**config.mk**
```make
export PLATFORM = sky130hd
export DESIGN_NAME = uart_rx_fifo
export DESIGN_NICKNAME = d
export VERILOG_FILES = /design/src/rtl/uart_rx_fifo.sv
export SDC_FILE = /design/constraint.sdc
export NUM_CORES = 1
export LEC_CHECK = 0
export ABC_AREA = 1
export CAP_MARGIN = 20
export CORE_MARGIN = 4
export CORE_UTILIZATION = 58
export CTS_CLUSTER_DIAMETER = 100
export DETAILED_ROUTE_END_ITERATION = 8
export PLACE_DENSITY_LB_ADDON = 0.12
export SLEW_MARGIN = 15
export SYNTH_ARGS = -nofsm -noshare
export SYNTH_HDL_FRONTEND = slang
export SYNTH_SLANG_ARGS = --single-unit
```
**constraint.sdc**
```tcl
create_clock -name clk -period 2.4 [get_ports clk]
set_clock_uncertainty 0.2 [all_clocks]
set_input_delay 0.36 -clock clk [delete_from_list [all_inputs] [get_ports clk]]
set_output_delay 0.36 -clock clk [all_outputs]
set_load 0.03 [all_outputs]
```
**src/rtl/uart_rx_fifo.sv**
```systemverilog
// ---------------------------------------------------------------------------
// uart_rx_fifo
//
// Receive buffer that sits directly behind uart_rx. Every single-cycle
// in_valid pulse carries one word into a DEPTH-entry circular buffer. The
// buffer is presented to the system as a show-ahead valid/ready stream, so
// the consumer sees the oldest word on out_data whenever out_valid is high.
// The block also keeps a sticky overflow flag and, optionally, a saturating
// count of uart_rx error episodes.
//
// Optional feature macro: UART_RX_FIFO_ERR_COUNT_EN
//   defined   : in_error is registered and each rising edge increments
//               err_count. The count saturates at 2^ERR_WIDTH-1.
//   undefined : no error logic is built, err_count is tied to 0 and
//               in_error is ignored.
//   The FIFO data path is identical in both builds.
//
// Ports
//   clk           in   system clock, single domain
//   rst_n         in   synchronous reset, active low
//   in_valid      in   one-cycle pulse, one word from uart_rx
//   in_data       in   uart_rx data, sampled only when in_valid=1
//   in_error      in   uart_rx error_detected level
//   out_valid     out  head of FIFO holds a word
//   out_data      out  head word, forced to 0 when out_valid=0
//   out_ready     in   consumer takes the head when out_valid&out_ready
//   flush         in   discard every stored word
//   clear_status  in   clear overflow and err_count
//   count         out  number of stored words, 0..DEPTH
//   empty/full    out  count==0 / count==DEPTH
//   almost_full   out  count >= AFULL_LEVEL
//   overflow      out  sticky, a word was dropped while full
//   err_count     out  saturating count of in_error rising edges
// ---------------------------------------------------------------------------
module uart_rx_fifo #(
  parameter int DATA_WIDTH  = 8,
  parameter int DEPTH       = 16,
  parameter int AFULL_LEVEL = DEPTH - 2,
  parameter int ERR_WIDTH   = 8
) (
  input  logic                   clk,
  input  logic                   rst_n,
  input  logic                   in_valid,
  input  logic [DATA_WIDTH-1:0]  in_data,
  input  logic                   in_error,
  output logic                   out_valid,
  output logic [DATA_WIDTH-1:0]  out_data,
  input  logic                   out_ready,
  input  logic                   flush,
  input  logic                   clear_status,
  output logic [$clog2(DEPTH):0] count,
  output logic                   empty,
  output logic                   full,
  output logic                   almost_full,
  output logic                   overflow,
  output logic [ERR_WIDTH-1:0]   err_count
);

  localparam int AW = $clog2(DEPTH);
  localparam int CW = AW + 1;
  localparam logic [CW-1:0] C_DEPTH = CW'(DEPTH);
  localparam logic [CW-1:0] C_AFULL = CW'(AFULL_LEVEL);

  // Storage and bookkeeping. The memory itself carries no reset: only the
  // pointers and count decide which entries are meaningful.
  logic [DATA_WIDTH-1:0] r_mem [DEPTH];
  logic [AW-1:0]         r_wr_ptr;
  logic [AW-1:0]         r_rd_ptr;
  logic [CW-1:0]         r_count;
  logic                  r_overflow;

  logic w_not_empty;
  logic w_is_full;
  logic w_pop;
  logic w_push;
  logic w_drop;

  assign w_not_empty = (r_count != '0);
  assign w_is_full   = (r_count == C_DEPTH);

  // A flush cancels both sides of the handshake in its cycle. The incoming
  // word during a flush is simply discarded and is not an overflow.
  assign w_pop  = w_not_empty & out_ready & ~flush;
  assign w_push = in_valid & ~flush & (~w_is_full | w_pop);
  assign w_drop = in_valid & ~flush & w_is_full & ~w_pop;

  // ---- write side: memory ----
  // Only written on an accepted push, so in_data outside a pulse never
  // reaches the array.
  always_ff @(posedge clk) begin
    if (w_push) begin
      r_mem[r_wr_ptr] <= in_data;
    end
  end

  // ---- pointers and occupancy ----
  always_ff @(posedge clk) begin
    if (!rst_n) begin
      r_wr_ptr <= '0;
      r_rd_ptr <= '0;
      r_count  <= '0;
    end else if (flush) begin
      r_wr_ptr <= '0;
      r_rd_ptr <= '0;
      r_count  <= '0;
    end else begin
      // Pointers are AW bits wide, so wrap modulo DEPTH is implicit.
      if (w_push) begin
        r_wr_ptr <= r_wr_ptr + AW'(1);
      end
      if (w_pop) begin
        r_rd_ptr <= r_rd_ptr + AW'(1);
      end
      // Push and pop together leave the occupancy unchanged.
      unique case ({w_push, w_pop})
        2'b10:   r_count <= r_count + CW'(1);
        2'b01:   r_count <= r_count - CW'(1);
        default: r_count <= r_count;
      endcase
    end
  end

  // ---- sticky overflow ----
  // A drop in the same cycle as clear_status keeps the flag set.
  always_ff @(posedge clk) begin
    if (!rst_n) begin
      r_overflow <= 1'b0;
    end else if (w_drop) begin
      r_overflow <= 1'b1;
    end else if (clear_status) begin
      r_overflow <= 1'b0;
    end
  end

`ifdef UART_RX_FIFO_ERR_COUNT_EN
  logic                 r_err_prev;
  logic [ERR_WIDTH-1:0] r_err_count;
  logic                 w_err_rise;

  function automatic logic [ERR_WIDTH-1:0] sat_inc(input logic [ERR_WIDTH-1:0] v);
    return (&v) ? v : v + ERR_WIDTH'(1);
  endfunction

  // One error episode (a level that stays high) counts exactly once.
  assign w_err_rise = in_error & ~r_err_prev;

  // ---- error episode counter ----
  always_ff @(posedge clk) begin
    if (!rst_n) begin
      r_err_prev  <= 1'b0;
      r_err_count <= '0;
    end else begin
      r_err_prev <= in_error;
      if (w_err_rise) begin
        // A new edge during clear_status restarts the count at one.
        r_err_count <= clear_status ? ERR_WIDTH'(1) : sat_inc(r_err_count);
      end else if (clear_status) begin
        r_err_count <= '0;
      end
    end
  end

  assign err_count = r_err_count;
`else
  logic w_unused_err;
  assign w_unused_err = in_error;
  assign err_count    = '0;
`endif

  // ---- show-ahead head and status outputs ----
  assign out_valid   = w_not_empty;
  assign out_data    = w_not_empty ? r_mem[r_rd_ptr] : '0;
  assign count       = r_count;
  assign empty       = ~w_not_empty;
  assign full        = w_is_full;
  assign almost_full = (r_count >= C_AFULL);
  assign overflow    = r_overflow;

endmodule

```
==> results of run 1 <==
through the flow:
step / cells / power [uW] / hold slack (ps)
6_report: 725 / 5780 / 187
5_1_grt: 725 / 5950 / 171
4_1_cts: 721 / 5760 / 168
3_5_place_dp: 684 / 3160 / 259
3_3_place_gp: 684 / 3150 / 248
2_1_floorplan: 517 / 3030 / 235
metal layers:
| layer | routed length, um | up-vias | GRT usage |
|---|---|---|---|
| met5 | 0 | - | 0 |
| met4 | 299 | 0 | 0.0952 |
| met3 | 1310 | 27 | 0.0641 |
| met2 | 7930 | 239 | 0.411 |
| met1 | 5820 | 2168 | 0.298 |
| li1 | - | 1972 | - |
layout by cell type, fill, tap and decap left out, types with 3 or more instances in the layout:
cell type                         count
sky130_fd_sc_hd__ha_1                 7
sky130_fd_sc_hd__conb_1               8
sky130_fd_sc_hd__clkinv_2             3
sky130_fd_sc_hd__o21ai_1             12
sky130_fd_sc_hd__inv_1               25
sky130_fd_sc_hd__nand2_1             24
sky130_fd_sc_hd__o21ai_0             61
sky130_fd_sc_hd__clkinv_1             5
sky130_fd_sc_hd__o221ai_1            22
sky130_fd_sc_hd__nor2_2               4
sky130_fd_sc_hd__dlygate4sd2_1        3
sky130_fd_sc_hd__buf_12               3
sky130_fd_sc_hd__nand2_4              4
sky130_fd_sc_hd__dfxtp_1             16
sky130_fd_sc_hd__edfxtp_1           128
sky130_fd_sc_hd__bufinv_16            4
sky130_fd_sc_hd__a21oi_1             10
sky130_fd_sc_hd__clkdlybuf4s50_1     19
sky130_fd_sc_hd__nor2_1             101
sky130_fd_sc_hd__o22ai_1              4
sky130_fd_sc_hd__a21oi_2              8
sky130_fd_sc_hd__nand3_2              4
sky130_fd_sc_hd__nand4_1              3
sky130_fd_sc_hd__nand3_1             15
sky130_fd_sc_hd__buf_4               28
sky130_fd_sc_hd__buf_6               10
sky130_fd_sc_hd__o22ai_2              4
sky130_fd_sc_hd__clkbuf_16           19
report_power, final:
part           internal [uW]  switching, uW
clock network           1670            960
registers               2770           11.5
logic                    126            237
total                   4570           1210
flip-flops by register name, summed over array words and instances (netlist names), named ones only:
name / flops
r_wr_ptr: 4
overflow: 1
count: 5
r_rd_ptr: 4
r_mem: 128
cells by family after synthesis:
family	synth area share
buf+inv	0.0470
simple gates	0.122
other cells	0.000615
compound gates	0.125
fa+ha+maj	0.0144
flops	0.690
xor+xnor	0.00144
final cells by class:
cell class	count	area, um2
Sequential cell	146	4210
Fill cell	687	2670
Multi-Input combinational cell	309	1730
Timing Repair Buffer	71	764
Clock buffer	19	422
Tap cell	136	170
Clock inverter	13	166
Inverter	31	143
worst max path at each step:
stage | endpoint | slack, ps | depth (start not counted) | from
6_report | out_data[4] | -270 | 6 | flip-flop
5_1_grt | out_data[4] | -340 | 7 | flip-flop
4_1_cts | out_data[0] | -270 | 9 | flip-flop
3_5_place_dp | count[4]$_SDFFE_PP0P_ | -50 | 10 | flush
3_3_place_gp | count[4]$_SDFFE_PP0P_ | -10 | 10 | flush
2_1_floorplan | out_data[0] | -10 | 4 | count[4]$_SDFFE_PP0P_
worst reg2reg max path, stage by stage (launching register included):
cell and delay, ps:
sky130_fd_sc_hd__dfxtp_1 360, sky130_fd_sc_hd__nor2_2 200, sky130_fd_sc_hd__nand3_4 150, sky130_fd_sc_hd__nand3_2 150
sky130_fd_sc_hd__inv_1 80, sky130_fd_sc_hd__ha_1 320, sky130_fd_sc_hd__or2_2 300, sky130_fd_sc_hd__nand3_2 90
sky130_fd_sc_hd__nand3_1 60, sky130_fd_sc_hd__nand2_1 60, sky130_fd_sc_hd__nor2_1 40
timing repair:
action                     CTS  global route
setup endpoints to repair   12             9
gates resized for setup     34            40
cloned                       3             4
buffers inserted             2             1
pin swaps                    9            18
==> key figures, run 1 <==
Hold path
  – Hold Crit Endpoint: overflow$_SDFFE_PN0P_
  – Origin of the worst min-delay path: rst_n
  – Depth of the worst hold-timing path: 3
  – Worst Hold Class: input pin to flip-flop

Global routing
  – Initial antenna violation count: 0
  – Global-route wire length before repair: 22500 um
  – Largest net degree at the start of global routing: 33
  – Global router's overall resource usage: 0.243
  – Overflow after GRT: 0
  – Via count of the first global-routing pass: 4183

Power
  – Largest voltage drop on the vdd net: 0.400 mV
  – Power per unit of standard cell area: 760 nW/um2
  – Leakage power summed over all cells: 0.00275 uW

Synthesis
  – Post-synth top flop: sky130_fd_sc_hd__edfxtp_1
  – Ranking of synthesized cells by area: sky130_fd_sc_hd__edfxtp_1, sky130_fd_sc_hd__nor2_1, sky130_fd_sc_hd__o21ai_0, sky130_fd_sc_hd__dfxtp_1, sky130_fd_sc_hd__o221ai_1
  – Area share of the largest cell type after synthesis: 0.631
  – Summed instance area of the synthesized netlist: 6090 um2
  – Most common library cells after synthesis: sky130_fd_sc_hd__edfxtp_1, sky130_fd_sc_hd__nor2_1, sky130_fd_sc_hd__o21ai_0, sky130_fd_sc_hd__inv_1
  – Cell count after synthesis: 510
  – Cell with the most instances after synthesis: sky130_fd_sc_hd__edfxtp_1
  – Leading area contributor after synthesis: sky130_fd_sc_hd__edfxtp_1
  – Sequential share of the synthesized area: 0.690
  – Fraction of registers with async set/reset: 0
  – Synthesized area divided by synthesized cell count: 12.0 um2
  – Synth warn: 0
  – Number of synthesized flops with an enable pin: 128
  – Count of distinct cell types in the synthesized netlist: 36
  – Number of flip-flops and latches in the synthesized netlist: 146

Route
  – Final routed wire length divided by cell count: 21.2 um
  – Via-per-instance ratio: 6.08
  – Count of TritonRoute iterations in the first routing pass: 6
  – Number of vias after detailed routing: 4406
  – Routed wire length: 15400 um
  – Antenna viol nets, final: 0
  – Total DRC errors in the routed layout: 0
  – Number of violations reported at the end of detailed-routing iteration 0: 563

Final layout
  – Layout Cell Area excl Fill: 7600 um2
  – Number of antenna cells inserted: 0
  – Final core area utilization: 0.740
  – Share of final-layout standard cells stronger than drive strength 1: 0.202
  – Layout overhead on the synthesized area: 24.8%
  – Final #Nets: 598

Clocking
  – Clock tree from TritonCTS: done
  – Hold-fix buffers at CTS: 0
  – Clock buffers created by TritonCTS: 17
  – Clock slew seen by the registers of the worst setup and hold paths: 60 ps
  – Clock Latency Late Sink: 520 ps
  – H-tree depth: 4
  – Num Clock Sinks: 146
  – Cell chosen for the clock root: sky130_fd_sc_hd__clkbuf_8
  – Maximum clock path buffer count: 2

Floorplan
  – Total Die Area: 12200 um2
  – IO Pins: 41
  – Die boundary width: 111 um
  – Area of the core: 10300 um2
  – Effective utilization at floorplan: 0.593
  – Std cell rows: 37
  – Die extent in y: 111 um

Placement
  – Final weighted congestion in routability-driven placement: 0.864
  – Post-place setup slack: -49.9 ps
  – Post-detailed-placement half-perimeter wirelength: 8720 um
  – Number of port buffers: 31
  – Total placed instance area: 6670 um2

STA
  – Endpoints failing setup: 8
  – Worst slew pin tran: 692 ps
  – Number of max-slew violations in the final report: 0
  – Final clock period utilization by the worst path: 1.11
  – Unrepaired setup endpoints after global routing: yes
  – Post-route worst setup slack: -270 ps
  – Summed negative setup slack over all endpoints: -1760 ps
  – Endpoints failing hold: 0
  – Relative slew slack: 0.537
  – Minimum clock period: 2670 ps
  – Fmax: 375 MHz

Setup path
  – Highest-delay cell along the critical path: sky130_fd_sc_hd__dfxtp_4
  – Peak per-stage delay on the critical path: 440 ps
  – Crit path buf inv count: 2
  – Flop-to-flop setup slack: 280 ps
  – Endpoint type of the worst setup path: output pin
  – R2R cell count: 10
  – Worst EP required: 1840 ps
  – Reg-to-reg endpoint: count[4]$_SDFFE_PP0P_
  – Crit Path Class: flip-flop to output pin
  – Cell type group with the largest total delay on the critical path: compound AO/OA/AOI/OAI gates
  – Maximum net fanout on the critical path: 9
  – Reg-to-reg startpoint: count[0]$_SDFFE_PP0P_
  – Critical Path Source Type: flip-flop
  – CP cell instances: buf_4, o21ai_0, o221ai_1, nand3_1, a21oi_2, buf_6
  – Arrival time reported for the critical path endpoint: 2110 ps

Run status
  – Run status: complete, but fails checks
  – Violations in the final reports: negative setup slack

Job
  – Max capacitance violation total: 0
No activity file was read; power rests on OpenSTA's default activity.
==> inputs of run 2 (changes only) <==
- PLACE_DENSITY: default -> 0.77
- PLACE_DENSITY_LB_ADDON: 0.12 -> default
- TNS_END_PERCENT: default -> 30
==> run 2 against run 1 <==
  * The run still ends with negative setup slack left
  * Sequential power about the same
  * Cell area increased by 4.7%
  * Setup slack got worse by 56 ps
  * Critical endpoint is now out_data[0]
  * Largest cell class unchanged
  * Largest power group is now the clock network
  * Highest routed layer unchanged
==> key figures, run 2 (same netlist as run 1, synthesis figures left out) <==
Floorplan
  – Die boundary width: 111 um (unchanged)
  – IO Pins: 41 (unchanged)
  – Effective utilization at floorplan: 0.593 (unchanged)
  – Std cell rows: 37 (unchanged)
  – Area of the core: 10300 um2 (unchanged)
  – Die extent in y: 111 um (unchanged)
  – Total Die Area: 12200 um2 (unchanged)

Hold path
  – Hold Crit Endpoint: overflow$_SDFFE_PN0P_
  – Depth of the worst hold-timing path: 3 (unchanged)
  – Origin of the worst min-delay path: rst_n
  – Worst Hold Class: input pin to flip-flop

Global routing
  – Largest net degree at the start of global routing: 27 (-18%)
  – Via count of the first global-routing pass: 4585 (+9.6%)
  – Global-route wire length before repair: 24600 um (+9.1%)
  – Global router's overall resource usage: 0.265 (+0.0220)
  – Overflow after GRT: 0 (unchanged)
  – Initial antenna violation count: 0 (unchanged)

Clocking
  – Clock slew seen by the registers of the worst setup and hold paths: 60 ps (about the same)
  – Clock tree from TritonCTS: done
  – Cell chosen for the clock root: sky130_fd_sc_hd__clkbuf_8
  – Num Clock Sinks: 146 (unchanged)
  – Clock buffers created by TritonCTS: 17 (unchanged)
  – H-tree depth: 4 (unchanged)
  – Hold-fix buffers at CTS: 0 (unchanged)
  – Clock Latency Late Sink: 520 ps (about the same)
  – Maximum clock path buffer count: 2 (unchanged)

Route
  – Count of TritonRoute iterations in the first routing pass: 6 (unchanged)
  – Antenna viol nets, final: 0 (unchanged)
  – Number of vias after detailed routing: 4626 (+5.0%)
  – Number of violations reported at the end of detailed-routing iteration 0: 618 (+9.8%)
  – Final routed wire length divided by cell count: 23.0 um (+8.6%)
  – Via-per-instance ratio: 6.32 (+4.0%)
  – Total DRC errors in the routed layout: 0 (unchanged)
  – Routed wire length: 16800 um (+9.6%)

Final layout
  – Final #Nets: 606 (+1.3%)
  – Register ranked first by flip-flop count: r_mem
  – Final core area utilization: 0.775 (+0.0351)
  – Share of final-layout standard cells stronger than drive strength 1: 0.258 (+0.0564)
  – Layout Cell Area excl Fill: 7960 um2 (+4.7%)
  – Layout overhead on the synthesized area: 30.7%
  – Number of flip-flops in the largest register: 128 (unchanged)
  – Number of antenna cells inserted: 0 (unchanged)
  – Commonest cells after routing, fill and taps aside: sky130_fd_sc_hd__edfxtp_1, sky130_fd_sc_hd__nor2_1, sky130_fd_sc_hd__o21ai_0, sky130_fd_sc_hd__buf_4, sky130_fd_sc_hd__inv_1
  – Most common library cell in the layout ignoring fill and taps: sky130_fd_sc_hd__edfxtp_1

Setup path
  – Reg-to-reg startpoint: count[1]$_SDFFE_PP0P_
  – Crit Path Class: flip-flop to output pin
  – Reg-to-reg endpoint: count[4]$_SDFFE_PP0P_
  – Arrival time reported for the critical path endpoint: 2170 ps (+60 ps)
  – Worst EP required: 1840 ps (about the same)
  – R2R cell count: 10 (unchanged)
  – Flop-to-flop setup slack: 380 ps (+100 ps)
  – Maximum net fanout on the critical path: 13 (+4)
  – Endpoint type of the worst setup path: output pin
  – Critical Path Source Type: flip-flop

Power
  – Largest voltage drop on the vdd net: 0.438 mV (+9.5%)
  – Power per unit of standard cell area: 758 nW/um2 (-0.18%)
  – Total Power Consumption: 6040 uW (+4.6%)
  – Leakage power summed over all cells: 0.00287 uW (+4.4%)

Placement
  – Total placed instance area: 6720 um2 (+0.79%)
  – Post-place setup slack: -26.1 ps (+23.8 ps)
  – Post-detailed-placement half-perimeter wirelength: 8650 um (-0.82%)
  – Number of port buffers: 31 (unchanged)
  – Final weighted congestion in routability-driven placement: 0.821 (-5.0%)

Run status
  – Violations in the final reports: negative setup slack
  – Run status: complete, but fails checks

STA
  – Summed negative setup slack over all endpoints: -2300 ps (-535 ps)
  – Final clock period utilization by the worst path: 1.14 (+0.0235)
  – Relative slew slack: 0.582 (+0.0444)
  – Minimum clock period: 2730 ps (+56.4 ps)
  – Worst slew pin tran: 625 ps (-66.4 ps)
  – Endpoints failing setup: 9 (+1)
  – Fmax: 367 MHz (-2.1%)
  – Endpoints failing hold: 0 (unchanged)
  – Number of max-slew violations in the final report: 0 (unchanged)
  – Unrepaired setup endpoints after global routing: yes
  – Post-route worst setup slack: -326 ps (-56.4 ps)

Job
  – Max capacitance violation total: 0 (unchanged)
[run 2: changes by cell type in the layout (fill, tap and decap cells not counted), moves of 2 or more]
cell                        previous run  this run
sky130_fd_sc_hd__o21ai_1              12        24
sky130_fd_sc_hd__buf_12                3        10
sky130_fd_sc_hd__o221ai_1             22        13
sky130_fd_sc_hd__nor2_1              101        93
sky130_fd_sc_hd__bufinv_16             4         6
sky130_fd_sc_hd__buf_8                 2         0
sky130_fd_sc_hd__o21ai_0              61        39
sky130_fd_sc_hd__nor2_2                4        11
sky130_fd_sc_hd__clkinv_1              5         2
sky130_fd_sc_hd__o221ai_2              2        11
sky130_fd_sc_hd__o21ai_2               2        11
[run 2: what timing repair did]
item | in CTS | in global routing
gates resized for setup | 52 | 65
buffers inserted | 7 | 1
pin swaps | 19 | 32
cloned | 7 | 3
endpoints found under the setup margin | 11 | 10
[run 2: stage by stage]
step,instances,hold slack [ps]
after global placement,686,256
after floorplan,517,235
after CTS,731,172
final,732,177
after global routing,732,168
after detailed placement,686,265
[run 2: how the worst max path moves through the flow]
stage / start / endpoint / slack, ps
2_1_floorplan: count[4]$_SDFFE_PP0P_ / out_data[0] / -10
3_3_place_gp: flush / count[4]$_SDFFE_PP0P_ / 20
3_5_place_dp: flush / count[4]$_SDFFE_PP0P_ / -30
4_1_cts: flip-flop / out_data[0] / -230
5_1_grt: flip-flop / out_data[0] / -430
6_report: flip-flop / out_data[0] / -330
[run 2: per-layer routing]
layer	up-vias	wire length (um)	track usage
met3	62	1660	0.0592
met4	0	618	0.108
met1	2237	5790	0.320
met2	342	8770	0.459
met5	-	0	0
li1	1985	-	-
[run 2: critical path: stages (launching register included)]
cell and delay, ps:
sky130_fd_sc_hd__dfxtp_4 460, sky130_fd_sc_hd__buf_12 170, sky130_fd_sc_hd__buf_16 150, sky130_fd_sc_hd__nor2_1 70, sky130_fd_sc_hd__o221ai_1 180, sky130_fd_sc_hd__nand3_1 170, sky130_fd_sc_hd__a21oi_2 280, sky130_fd_sc_hd__buf_6 170
[run 2: power breakdown]
part | total [uW] | switching (uW) | leakage, uW | internal, uW
registers | 2780 | 11.2 | 0.00130 | 2770
logic | 394 | 252 | 0.00127 | 142
clock network | 2860 | 980 | 0.000303 | 1880
[run 2: layout make-up]
class	count	area (um2)
flip-flops and latches	146	4210
clock buffers	19	422
repair buffers	79	951
clock inverters	12	213
inverters	31	138
well taps	136	170
multi-input cells	309	1860
fillers	545	2310
==> inputs of run 3 (changes only) <==
- ABC_AREA: 1 -> default
==> run 3 against run 2 <==
  * The flow still finishes with violations (negative setup slack)
  * Global-route usage fell by 2.4 points
  * Count of clock-buffer cells in the layout did not move
  * Core utilization fell by 1.4 points
  * Synthesized cell count shrank 36%
  * Setup slack lost 280 ps
  * Die area down 1.6%
  * Via count fell by 30%
  * Sequential power about the same
==> key figures, run 3 <==
Run status
  – Run status: complete, but fails checks
  – Violations in the final reports: negative setup slack

Setup path
  – Critical Path Source Type: flip-flop
  – Maximum net fanout on the critical path: 5 (-8)
  – Crit Path Class: flip-flop to output pin
  – Crit path buf inv count: 3 (unchanged)
  – Arrival time reported for the critical path endpoint: 2450 ps (+280 ps)
  – Cell type group with the largest total delay on the critical path: multiplexers
  – Worst EP required: 1840 ps (about the same)
  – CP cell instances: buf_12, buf_16, mux4_2, mux4_2, nor2b_1, buf_4
  – Highest-delay cell along the critical path: sky130_fd_sc_hd__mux4_2
  – Peak per-stage delay on the critical path: 510 ps (+50 ps)
  – Endpoint type of the worst setup path: output pin
  – Cell mode on critical path: sky130_fd_sc_hd__mux4_2

Synthesis
  – Most common library cells after synthesis: sky130_fd_sc_hd__edfxtp_1, sky130_fd_sc_hd__mux4_2, sky130_fd_sc_hd__nor2_1, sky130_fd_sc_hd__dfxtp_1, sky130_fd_sc_hd__nand2_1
  – Area share of the largest cell type after synthesis: 0.641 (+0.0108)
  – Count of distinct cell types in the synthesized netlist: 44 (+22%)
  – Synth warn: 0 (unchanged)
  – Sequential share of the synthesized area: 0.702 (+0.0118)
  – Ranking of synthesized cells by area: sky130_fd_sc_hd__edfxtp_1, sky130_fd_sc_hd__mux4_2, sky130_fd_sc_hd__dfxtp_1, sky130_fd_sc_hd__nor2_1, sky130_fd_sc_hd__ha_1
  – Post-synth top flop: sky130_fd_sc_hd__edfxtp_1
  – Number of flip-flops and latches in the synthesized netlist: 146 (unchanged)
  – Synthesized area divided by synthesized cell count: 18.3 um2 (+53%)
  – Cell count after synthesis: 327 (-36%)
  – Leading area contributor after synthesis: sky130_fd_sc_hd__edfxtp_1
  – Cell with the most instances after synthesis: sky130_fd_sc_hd__edfxtp_1
  – Number of synthesized flops with an enable pin: 128 (unchanged)
  – Summed instance area of the synthesized netlist: 5990 um2 (-1.7%)
  – Fraction of registers with async set/reset: 0 (unchanged)

Job
  – Max capacitance violation total: 0 (unchanged)

Route
  – Count of TritonRoute iterations in the first routing pass: 7 (+1)
  – Number of violations reported at the end of detailed-routing iteration 0: 291 (-53%)
  – Total DRC errors in the routed layout: 0 (unchanged)
  – Antenna viol nets, final: 0 (unchanged)
  – Number of vias after detailed routing: 3243 (-30%)
  – Routed wire length: 12900 um (-24%)
  – Via-per-instance ratio: 5.86 (-7.2%)
  – Final routed wire length divided by cell count: 23.3 um (+1.2%)

Placement
  – Number of port buffers: 31 (unchanged)
  – Final weighted congestion in routability-driven placement: 0.825 (+0.55%)
  – Post-detailed-placement half-perimeter wirelength: 7790 um (-9.9%)

Clocking
  – Clock buffers created by TritonCTS: 17 (unchanged)
  – Clock tree from TritonCTS: done
  – Clock slew seen by the registers of the worst setup and hold paths: 60 ps (about the same)
  – Num Clock Sinks: 146 (unchanged)
  – Maximum clock path buffer count: 2 (unchanged)
  – Clock Latency Late Sink: 520 ps (about the same)
  – Hold-fix buffers at CTS: 0 (unchanged)
  – H-tree depth: 4 (unchanged)
  – Cell chosen for the clock root: sky130_fd_sc_hd__clkbuf_8

Global routing
  – Overflow after GRT: 0 (unchanged)
  – Initial antenna violation count: 0 (unchanged)
  – Largest net degree at the start of global routing: 33 (+22%)
  – Global-route wire length before repair: 20000 um (-19%)
  – Via count of the first global-routing pass: 3354 (-27%)
  – Global router's overall resource usage: 0.241 (-0.0241)

STA
  – Endpoints failing hold: 0 (unchanged)
  – Post-route worst setup slack: -606 ps (-279 ps)
  – Final clock period utilization by the worst path: 1.25 (+0.116)
  – Number of max-slew violations in the final report: 0 (unchanged)
  – Endpoints failing setup: 11 (+2)
  – Relative slew slack: 0.615 (+0.0331)
  – Unrepaired setup endpoints after global routing: yes
  – Tightest hold margin: 248 ps (+71.0 ps)
  – Summed negative setup slack over all endpoints: -5050 ps (-2750 ps)
  – Fmax: 333 MHz (-9.3%)
  – Minimum clock period: 3010 ps (+279 ps)
  – Worst slew pin tran: 576 ps (-49.4 ps)

Power
  – Internal cell power: 4300 uW (-10%)
  – Largest voltage drop on the vdd net: 0.584 mV (+33%)
  – Sw Share: 0.220 (+0.0140)
  – Switching power: 1210 uW (-2.5%)
  – Combinational power share: 0.052 (-0.013)
  – Leakage power summed over all cells: 0.00254 uW (-11%)
  – Reg power frac: 0.504 (+0.043)
  – Total Power Consumption: 5510 uW (-8.7%)
  – Clk network pwr share: 0.444 (-0.030)
  – Power per unit of standard cell area: 731 nW/um2 (-3.6%)

Floorplan
  – Effective utilization at floorplan: 0.605 (+0.0117)
  – Total Die Area: 12000 um2 (-1.6%)
  – Std cell rows: 36 (-2.7%)
  – Die boundary width: 110 um (-0.79%)
  – Area of the core: 9910 um2 (-3.6%)
  – IO Pins: 41 (unchanged)
  – Die extent in y: 110 um (-0.79%)

Final layout
  – Share of final-layout standard cells stronger than drive strength 1: 0.364 (+0.106)
  – Number of flip-flops in the largest register: 128 (unchanged)
  – Number of antenna cells inserted: 0 (unchanged)
  – Fillers: 548 (+0.55%)
  – Layout overhead on the synthesized area: 25.8%
  – Most common library cell in the layout ignoring fill and taps: sky130_fd_sc_hd__edfxtp_1
  – Register ranked first by flip-flop count: r_mem
  – Commonest cells after routing, fill and taps aside: sky130_fd_sc_hd__edfxtp_1, sky130_fd_sc_hd__mux4_2, sky130_fd_sc_hd__buf_4, sky130_fd_sc_hd__nor2_1, sky130_fd_sc_hd__clkdlybuf4s50_1
  – Final #Nets: 429 (-29%)

Hold path
  – Worst Hold Class: input pin to flip-flop
run 3: cell types whose count changed after synthesis, sizes merged, moves of 16 or more:
cell	change
mux4	+40
inv	-21
o21ai	-75
o221ai	-23
nand2	-20
a21oi	-16
nand3	-18
nor2	-75
run 3: cell type report:
type                    count  area, um2  area share
repair buffers             80        852       0.113
well taps                 133        166      0.0221
multi-input cells         154       1720       0.228
inverters                   8       30.0     0.00398
flip-flops and latches    146       4210       0.559
clock inverters            13       95.1      0.0126
clock buffers              19        464      0.0616
run 3: path summary, 6_finish.rpt:
| check | endpoint | slack, ps | from | depth (start not counted) |
|---|---|---|---|---|
| worst max register to register | count[4]$_SDFFE_PP0P_ | -200 | count[0]$_SDFFE_PP0P_ | 9 |
| worst max-delay path | out_data[0] | -610 | flip-flop | 6 |
| worst min-delay path | overflow$_SDFFE_PN0P_ | 250 | rst_n | 2 |
| worst min register to register | overflow$_SDFFE_PN0P_ | 310 | overflow$_SDFFE_PN0P_ | 2 |
run 3: cell families (layout without fill, tap and decap cells):
group                      after synthesis  in the layout  share of synthesized area
and+or+nand+nor                         69             69                     0.0574
AOI/OAI and AO/OA                       17             17                     0.0265
DFF                                    146            146                      0.702
muxes                                   44             44                      0.157
adders and majority gates                7              7                     0.0146
buffers and inverters                   34            120                     0.0288
other                                    1              8                   0.000626
xor gates and xnor gates                 9              9                     0.0132
run 3: routing by layer:
| layer | vias to the layer above | GRT usage | wire, um |
|---|---|---|---|
| li1 | 1436 | - | - |
| met2 | 153 | 0.395 | 6680 |
| met3 | 24 | 0.0593 | 841 |
| met4 | 0 | 0.0730 | 188 |
| met1 | 1630 | 0.323 | 5170 |
| met5 | - | 0 | 0 |
run 3: power by group through the flow:
stage | sequential [uW] | combinational (uW) | clock [uW]
after floorplan | 2830 | 145 | 0
after global placement | 2830 | 266 | 0
after detailed placement | 2830 | 274 | 0
after CTS | 2780 | 288 | 2470
after global routing | 2770 | 311 | 2620
final | 2780 | 289 | 2450
run 3: what timing repair did:
item                       in CTS  in global routing
setup endpoints to repair      12                 11
cloned                          2                  0
pin swaps                       1                  0
setup buffers                   1                  0
gates resized for setup        67                  2
run 3: per-stage QoR:
step                      cells  setup WS [ps]  cell area (um2)   util
after floorplan             334           -559             6090      -
after CTS                   553           -633             7530  0.759
final                       553           -606             7540  0.761
after detailed placement    518           -701             6860  0.692
after global routing        553           -681             7540  0.761
after global placement      518           -641             6860  0.692
